`src/rtl/freq_pkg.sv`:
```
// Shared constants for the frequency-measurement blocks: FSM encoding and
// default counter sizing reused by the divider benches.
package freq_pkg;

    localparam int unsigned DEF_CNT_W   = 8;
    localparam int unsigned DEF_TIMEOUT = 255;
    localparam int unsigned RUN_W       = 4;

    typedef enum logic {
        ST_IDLE = 1'b0,
        ST_MEAS = 1'b1
    } state_t;

endpackage

```
`src/rtl/freq_meter_edge_det.sv`:
```
// Rising-edge detector on an already-synchronous input. The history register
// resets high so a level held across reset does not look like an edge.
module edge_det (
    input  logic clk,
    input  logic rst,
    input  logic sig_in,
    output logic rise_c
);

    logic s_q;

    always_ff @(posedge clk) begin
        if (rst) s_q <= 1'b1;
        else     s_q <= sig_in;
    end

    assign rise_c = sig_in & ~s_q;

endmodule

```
`src/rtl/freq_meter.sv`:
```
// Period / high-time meter for a slow clk-synchronous strobe, with lock
// detection over consecutive equal periods and a loss-of-signal timeout.
module freq_meter
    import freq_pkg::*;
#(
    parameter int unsigned CNT_W   = DEF_CNT_W,
    parameter int unsigned LOCK_N  = 4,
    parameter int unsigned TIMEOUT = DEF_TIMEOUT
) (
    input  logic             clk,
    input  logic             rst,
    input  logic             sig_in,
    output logic [CNT_W-1:0] period,
    output logic [CNT_W-1:0] high_time,
    output logic             valid,
    output logic             locked,
    output logic             timeout
);

    state_t           state_q, state_d;
    logic [CNT_W-1:0] cnt_q, cnt_d;
    logic [CNT_W-1:0] hcnt_q, hcnt_d;
    logic [RUN_W-1:0] run_q, run_d;
    logic [CNT_W-1:0] period_d, high_time_d;
    logic             valid_d, locked_d, timeout_d;
    logic             rise_c;

    edge_det u_edge_det (
        .clk    (clk),
        .rst    (rst),
        .sig_in (sig_in),
        .rise_c (rise_c)
    );

    always_ff @(posedge clk) begin
        if (rst) begin
            state_q   <= ST_IDLE;
            cnt_q     <= '0;
            hcnt_q    <= '0;
            run_q     <= '0;
            period    <= '0;
            high_time <= '0;
            valid     <= 1'b0;
            locked    <= 1'b0;
            timeout   <= 1'b0;
        end else begin
            state_q   <= state_d;
            cnt_q     <= cnt_d;
            hcnt_q    <= hcnt_d;
            run_q     <= run_d;
            period    <= period_d;
            high_time <= high_time_d;
            valid     <= valid_d;
            locked    <= locked_d;
            timeout   <= timeout_d;
        end
    end

    // A rise always closes the current period, even when cnt has just reached
    // TIMEOUT; run_q == 0 marks the first measurement after IDLE.
    always_comb begin
        state_d     = state_q;
        cnt_d       = cnt_q;
        hcnt_d      = hcnt_q;
        run_d       = run_q;
        period_d    = period;
        high_time_d = high_time;
        valid_d     = 1'b0;
        locked_d    = locked;
        timeout_d   = timeout;
        case (state_q)
            ST_IDLE: begin
                if (rise_c) begin
                    cnt_d     = CNT_W'(1);
                    hcnt_d    = CNT_W'(1);
                    timeout_d = 1'b0;
                    state_d   = ST_MEAS;
                end
            end
            ST_MEAS: begin
                if (rise_c) begin
                    period_d    = cnt_q;
                    high_time_d = hcnt_q;
                    valid_d     = 1'b1;
                    cnt_d       = CNT_W'(1);
                    hcnt_d      = CNT_W'(1);
                    if (run_q == '0 || cnt_q != period)
                        run_d = RUN_W'(1);
                    else if (run_q < RUN_W'(LOCK_N))
                        run_d = run_q + RUN_W'(1);
                    locked_d = (run_d >= RUN_W'(LOCK_N));
                end else if (cnt_q == CNT_W'(TIMEOUT)) begin
                    state_d   = ST_IDLE;
                    timeout_d = 1'b1;
                    locked_d  = 1'b0;
                    run_d     = '0;
                end else begin
                    cnt_d = cnt_q + CNT_W'(1);
                    if (sig_in) hcnt_d = hcnt_q + CNT_W'(1);
                end
            end
            default: state_d = ST_IDLE;
        endcase
    end

endmodule
```
`config.mk`:
```
export PLATFORM = sky130hd
export DESIGN_NAME = freq_meter
export DESIGN_NICKNAME = d
export VERILOG_FILES = /design/src/rtl/freq_pkg.sv /design/src/rtl/freq_meter_edge_det.sv /design/src/rtl/freq_meter.sv
export SDC_FILE = /design/constraint.sdc
export NUM_CORES = 1
export LEC_CHECK = 0
export BUFFER_PORTS_ARGS = -buffer_cell sky130_fd_sc_hd__clkbuf_2
export CAP_MARGIN = 20
export CORE_ASPECT_RATIO = 0.7
export CORE_UTILIZATION = 55
export DETAILED_ROUTE_END_ITERATION = 12
export PLACE_DENSITY = 0.75
export REMOVE_ABC_BUFFERS = 1
export SLEW_MARGIN = 25
export SYNTH_ARGS = -nofsm -noshare
export SYNTH_HDL_FRONTEND = slang
export SYNTH_SLANG_ARGS = --single-unit
```
`constraint.sdc`:
```
create_clock -name clk -period 4 [get_ports clk]
set_input_delay 0.6 -clock clk [delete_from_list [all_inputs] [get_ports clk]]
set_output_delay 0.6 -clock clk [all_outputs]
set_load 0.02 [all_outputs]
```
After elaboration in Yosys (flattened, before gate mapping)
Cells that the tools add are included.
Widths: inputs -> output; s select.
- register bits: 41
- input bits: 3
- output and inout bits: 19
- word-level logic and storage cells: 58
- $add $sub $neg: 3
- $lt $le $gt $ge: 2
- equality and inequality tests: 7
- mux-type cells: 24
- bitwise operators: 3
- reduce and logical (&&, ||, !) cells: 9
- operators with widths (kind ; count):
    $mux 8 ; 6
    $pmux 8 s2 ; 2
    $mux 4 ; 6
    $add 8x1->8 const B ; 2
    $eq 8x8->1 const B ; 1
    $mux 1 ; 8
    $ne 8x8->1 ; 1
    $reduce_and 2->1 ; 3
    $reduce_and 3->1 ; 2
    $add 4x1->4 const B ; 1
    $ge 4x3->1 const B ; 1
    $logic_not 4->1 ; 1
    $lt 4x3->1 const B ; 1
    $ne 2x2->1 const B ; 2
    $pmux 1 s2 ; 2
    $ne 3x2->1 const B ; 1
    $ne 3x3->1 const B ; 1
    $ne 2x1->1 const B ; 1
    $not 1->1 ; 2
    $reduce_bool 2->1 ; 1
    $reduce_or 2->1 ; 1
    $and 1x1->1 ; 1
    $logic_or 1x1->1 ; 1

Depth between registers and ports, before layout
- depth after elaboration: 7
- gate-level depth with buffers: 7
- gate-level depth less buffers: 6

Cells and area by module
Synthesis repeated with hierarchy kept, for this count alone.
- cell total of the unflattened synthesis: 212
- area total of the unflattened synthesis: 1838.0 um2
- by module, submodules not included (module ; times used ; cells an instance ; area each (um2) ; sequential area each (um2)):
    freq_meter ; 1 ; 209 ; 1805.5 ; 800.8
    edge_det ; 1 ; 3 ; 32.5 ; 20.0

Least setup slack after synthesis
OpenSTA, ideal clock, no wires.
- kind: input to register
- start: input port sig_in
- end: register locked
- setup time: 59 ps
- arrival: 1498 ps
- required time: 3941 ps
- slack: 2443 ps
- cell stages on the path: 6
- path buffers: 2
- path through: nand2b_1 > buf_2 > or2_1 > buf_2 > nor3_2 > a22o_1
- cells in the longest elaborated chain, start to end: 3
- elaborated cells between the ends (all ways): 4
- classes of those cells: mux: 1; bitwise: 1; reduce/logical: 2
- ends and longest elaborated chain (item ; line ; source):
    start: declaration ; freq_meter.sv:12 ; input logic sig_in,
    $and 1x1->1 (*) ; freq_meter_edge_det.sv:17 ; assign rise_c = sig_in & ~s_q;
    $reduce_bool 2->1 (no line) ; n/a ;
    $reduce_and 2->1 (no line) ; n/a ;
    end signal: assignment ; freq_meter.sv:54 ; locked <= locked_d;
    end: declaration ; freq_meter.sv:16 ; output logic locked,
Mark *: on every way between the ends. The rest lies on a longest branch, timed or not.
A chain may end at the register's enable or synchronous reset.

Final worst setup path
- start: register cnt_q[1]
- end: register locked
- cells in the longest elaborated chain, start to end: 7
- elaborated cells between the ends (all ways): 10
- classes of those cells: order compare: 1; eq/ne: 2; mux: 4; reduce/logical: 3
- ends and longest elaborated chain (item ; line ; source):
    start: declaration ; freq_meter.sv:21 ; logic [CNT_W-1:0] cnt_q, cnt_d;
    start signal: assignment ; freq_meter.sv:48 ; cnt_q <= cnt_d;
    $ne 8x8->1 ; freq_meter.sv:87 ; if (run_q == '0 || cnt_q != period)
    $logic_or 1x1->1 ; freq_meter.sv:87 ;
    $mux 4 ; freq_meter.sv:87 ;
    $mux 4 ; freq_meter.sv:81 ; if (rise_c) begin
    $mux 4 ; freq_meter.sv:71 ; case (state_q)
    $ge 4x3->1 ; freq_meter.sv:91 ; locked_d = (run_d >= RUN_W'(LOCK_N));
    $mux 1 ; freq_meter.sv:81 ;
Several ways; a longest one is shown, not always the timed one. The select of a mux whose other input is x is not followed.

==> flow_metrics.tcl <==
set metrics [dict create \
    start_kind "register" \
    numCtsBuffers 5 \
    synth-edff-count 0 \
    vias_per_cell 5.41 \
    maxSlewHeadroom 0.499 \
    ys_ff_latch 41 \
    synthArstFlopShare 0 \
    fin_worst_skew_ps 12.1 \
    drtAntennaViolNets 0 \
    grt_pass1_wl_um 5790 \
    grt_pass1_vias 1187 \
    reg2reg_slack_ps 2240 \
    coreArea_um2 3170 \
    wl_per_cell_um 12.7 \
    fin_nets 243 \
    grt_max_degree 39 \
    status "finished, violations left" \
    first_iter_violations 76 \
    drc_errors 2 \
    clock_path_buffers 2 \
    r2r-start "cnt_q[1]" \
    rsz0062_at_grt "no" \
    p_switching_w 0.000176 \
    ir_worst_vdd_v 0.000261 \
    sequentialPowerShare 0.522 \
    path_clk_slew_ps 90 \
    hp-class "register to register" \
    fin_setup_tns_ps 0 \
    portBuffers 21 \
    placed_cells 267 \
    clkPwrFrac 0.442 \
    area_growth_pct 11.8 \
    intPower_w 0.000623 \
    ys.flop_type "dfxtp_1" \
    cp_max_fo 6 \
    synth_cells 220 \
    first_pass_iters 8 \
    switching_share 0.220 \
    grt_usage 0.218 \
    cellLeakagePower_nw 0.826 \
    reg2reg_depth 5 \
    hp-start "high_time[2]" \
    comb_power_share 0.036 \
    vias 1489 \
    cts_max_level 2 \
    ys_types 43 \
    hpwl_um 2440 \
    antenna_found_initial 0 \
    cts_setup_buffers 0 \
    hold_end "high_time[2]" \
    drv_cap 0 \
    syn_area_um2 1850 \
    start_util 0.584 \
    r2r-end "locked" \
    place_ws_ps 1950 \
    cts-root-buf "clkbuf_8" \
    clock.fmax_mhz 567 \
    ctsHoldBuffers 0 \
    cp-startpoint "cnt_q[1]" \
    finalHoldViolCount 0 \
    setup_violations 0 \
    violations "design-rule violations" \
    cts_tree "built" \
    end_kind "register" \
    avgSynthCellArea_um2 8.41 \
    path_class "register to register" \
    grt-ovfl-total 0 \
    gp_congestion 0.798 \
    postRouteWirelength_um 3490 \
    holdWs_ps 458 \
    worstMarginPinSlew_ps 751 \
    fin_cells 275 \
    cellPowerDensity_nw_per_um2 386 \
    period_minus_slack_ps 1760 \
    chipWidth_um 71.3 \
    n_antenna_cell 0 \
    required_ps 4200 \
    cts_resized 0 \
    ios 22 \
    yosys_warnings 0 \
    period_share 0.441 \
    holdPathStages 2 \
    finalWorstSetupSlack_ps 2240 \
    dieArea_um2 3600 \
    clock_sinks 41 \
    die_h_um 50.5 \
    drv_slew 0 \
    worstSkewPairLatency_ps 300 \
    num_rows 17 \
    crit_arrival_ps 1970 \
    synth_seq_area_share 0.444 \
    drive_above_1_share 0.160 \
]
## cells by family after synthesis
kind of cell	after synthesis	synth area share
xor+xnor	15	0.0710
simple gates	93	0.243
buf+inv	18	0.0412
fa+ha+maj	4	0.0270
compound gates	48	0.168
mux	1	0.00541
flops	41	0.444
## worst max-delay path: stages (launching register included)
cell and delay, ps:
dfxtp_1 460, ha_1 250, nand3_2 130, nor2_1 330
a211oi_1 220, a22o_1 290
## synth_stat cells (all sizes together) (6+ instances only)
| library cell | instances | area share |
|---|---|---|
| a21oi | 25 | 0.068 |
| buf | 6 | 0.016 |
| clkbuf | 6 | 0.013 |
| dfxtp | 41 | 0.44 |
| inv | 6 | 0.012 |
| nand2 | 40 | 0.081 |
| nand2b | 6 | 0.020 |
| nor2 | 18 | 0.039 |
| nor3 | 9 | 0.027 |
| o21ai | 8 | 0.028 |
| xor2 | 10 | 0.047 |
## worst max-delay path by stage
stage	end	slack [ps]	depth (start not counted)
after detailed placement	locked	1950	5
after global placement	run_q[0]	2000	6
after CTS	locked	2260	5
final	locked	2240	5
after global routing	run_q[0]	2090	6
after floorplan	run_q[1]	2340	4
## layout make-up
| class | count | area (µm²) |
|---|---|---|
| flip-flops and latches | 41 | 821 |
| clock buffers | 6 | 82.6 |
| clock inverters | 2 | 37.5 |
| repair buffers | 21 | 105 |
| well taps | 38 | 47.5 |
| fillers | 278 | 1100 |
| inverters | 6 | 22.5 |
| multi-input cells | 161 | 953 |
## state kept, by name (all words and copies together), names as in the netlist
register and flops:
state_q 1, hcnt_q 8, valid 1, run_q 4, timeout 1, period 8
cnt_q 8, u_edge_det.s_q 1, locked 1, high_time 8
## metal layers
metal	vias up	global-route usage	part of all wire
met2	25	0.263	0.37
li1	780	-	-
met4	0	0.0800	0.013
met1	680	0.335	0.57
met5	-	0	0
met3	4	0.0843	0.050
## placed cells by master, fill, tap and decap left out, types with 2 or more instances in the layout
| cell type | n |
|---|---|
| xnor2_1 | 5 |
| a32o_1 | 2 |
| nand4_1 | 2 |
| nand3_1 | 4 |
| xor2_1 | 10 |
| o21ai_0 | 7 |
| nor3_1 | 8 |
| and3_1 | 3 |
| nor2_1 | 16 |
| nand2b_1 | 6 |
| nand2_1 | 40 |
| clkbuf_8 | 6 |
| inv_1 | 6 |
| ha_1 | 4 |
| clkbuf_2 | 21 |
| nor2b_1 | 2 |
| nor2_2 | 2 |
| a211oi_1 | 2 |
| nor4_1 | 2 |
| a21oi_1 | 25 |
| dfxtp_1 | 41 |
## through the flow
stage | power (W) | instance area (µm²) | util
floorplan | 0.000443 | 1800 | -
global placement | 0.000454 | 1950 | 0.615
detailed placement | 0.000455 | 1950 | 0.615
CTS | 0.000802 | 2070 | 0.653
global route | 0.000829 | 2070 | 0.653
finish | 0.000799 | 2070 | 0.653
## power groups by stage
| stage | Combinational, W | Clock [W] | Sequential [W] |
|---|---|---|---|
| floorplan | 0.0000177 | 0 | 0.000425 |
| global placement | 0.0000279 | 0 | 0.000426 |
| detailed placement | 0.0000285 | 0 | 0.000426 |
| CTS | 0.0000285 | 0.000357 | 0.000417 |
| global route | 0.0000322 | 0.000380 | 0.000417 |
| finish | 0.0000288 | 0.000354 | 0.000417 |
No activity file was read; power rests on OpenSTA's default activity.
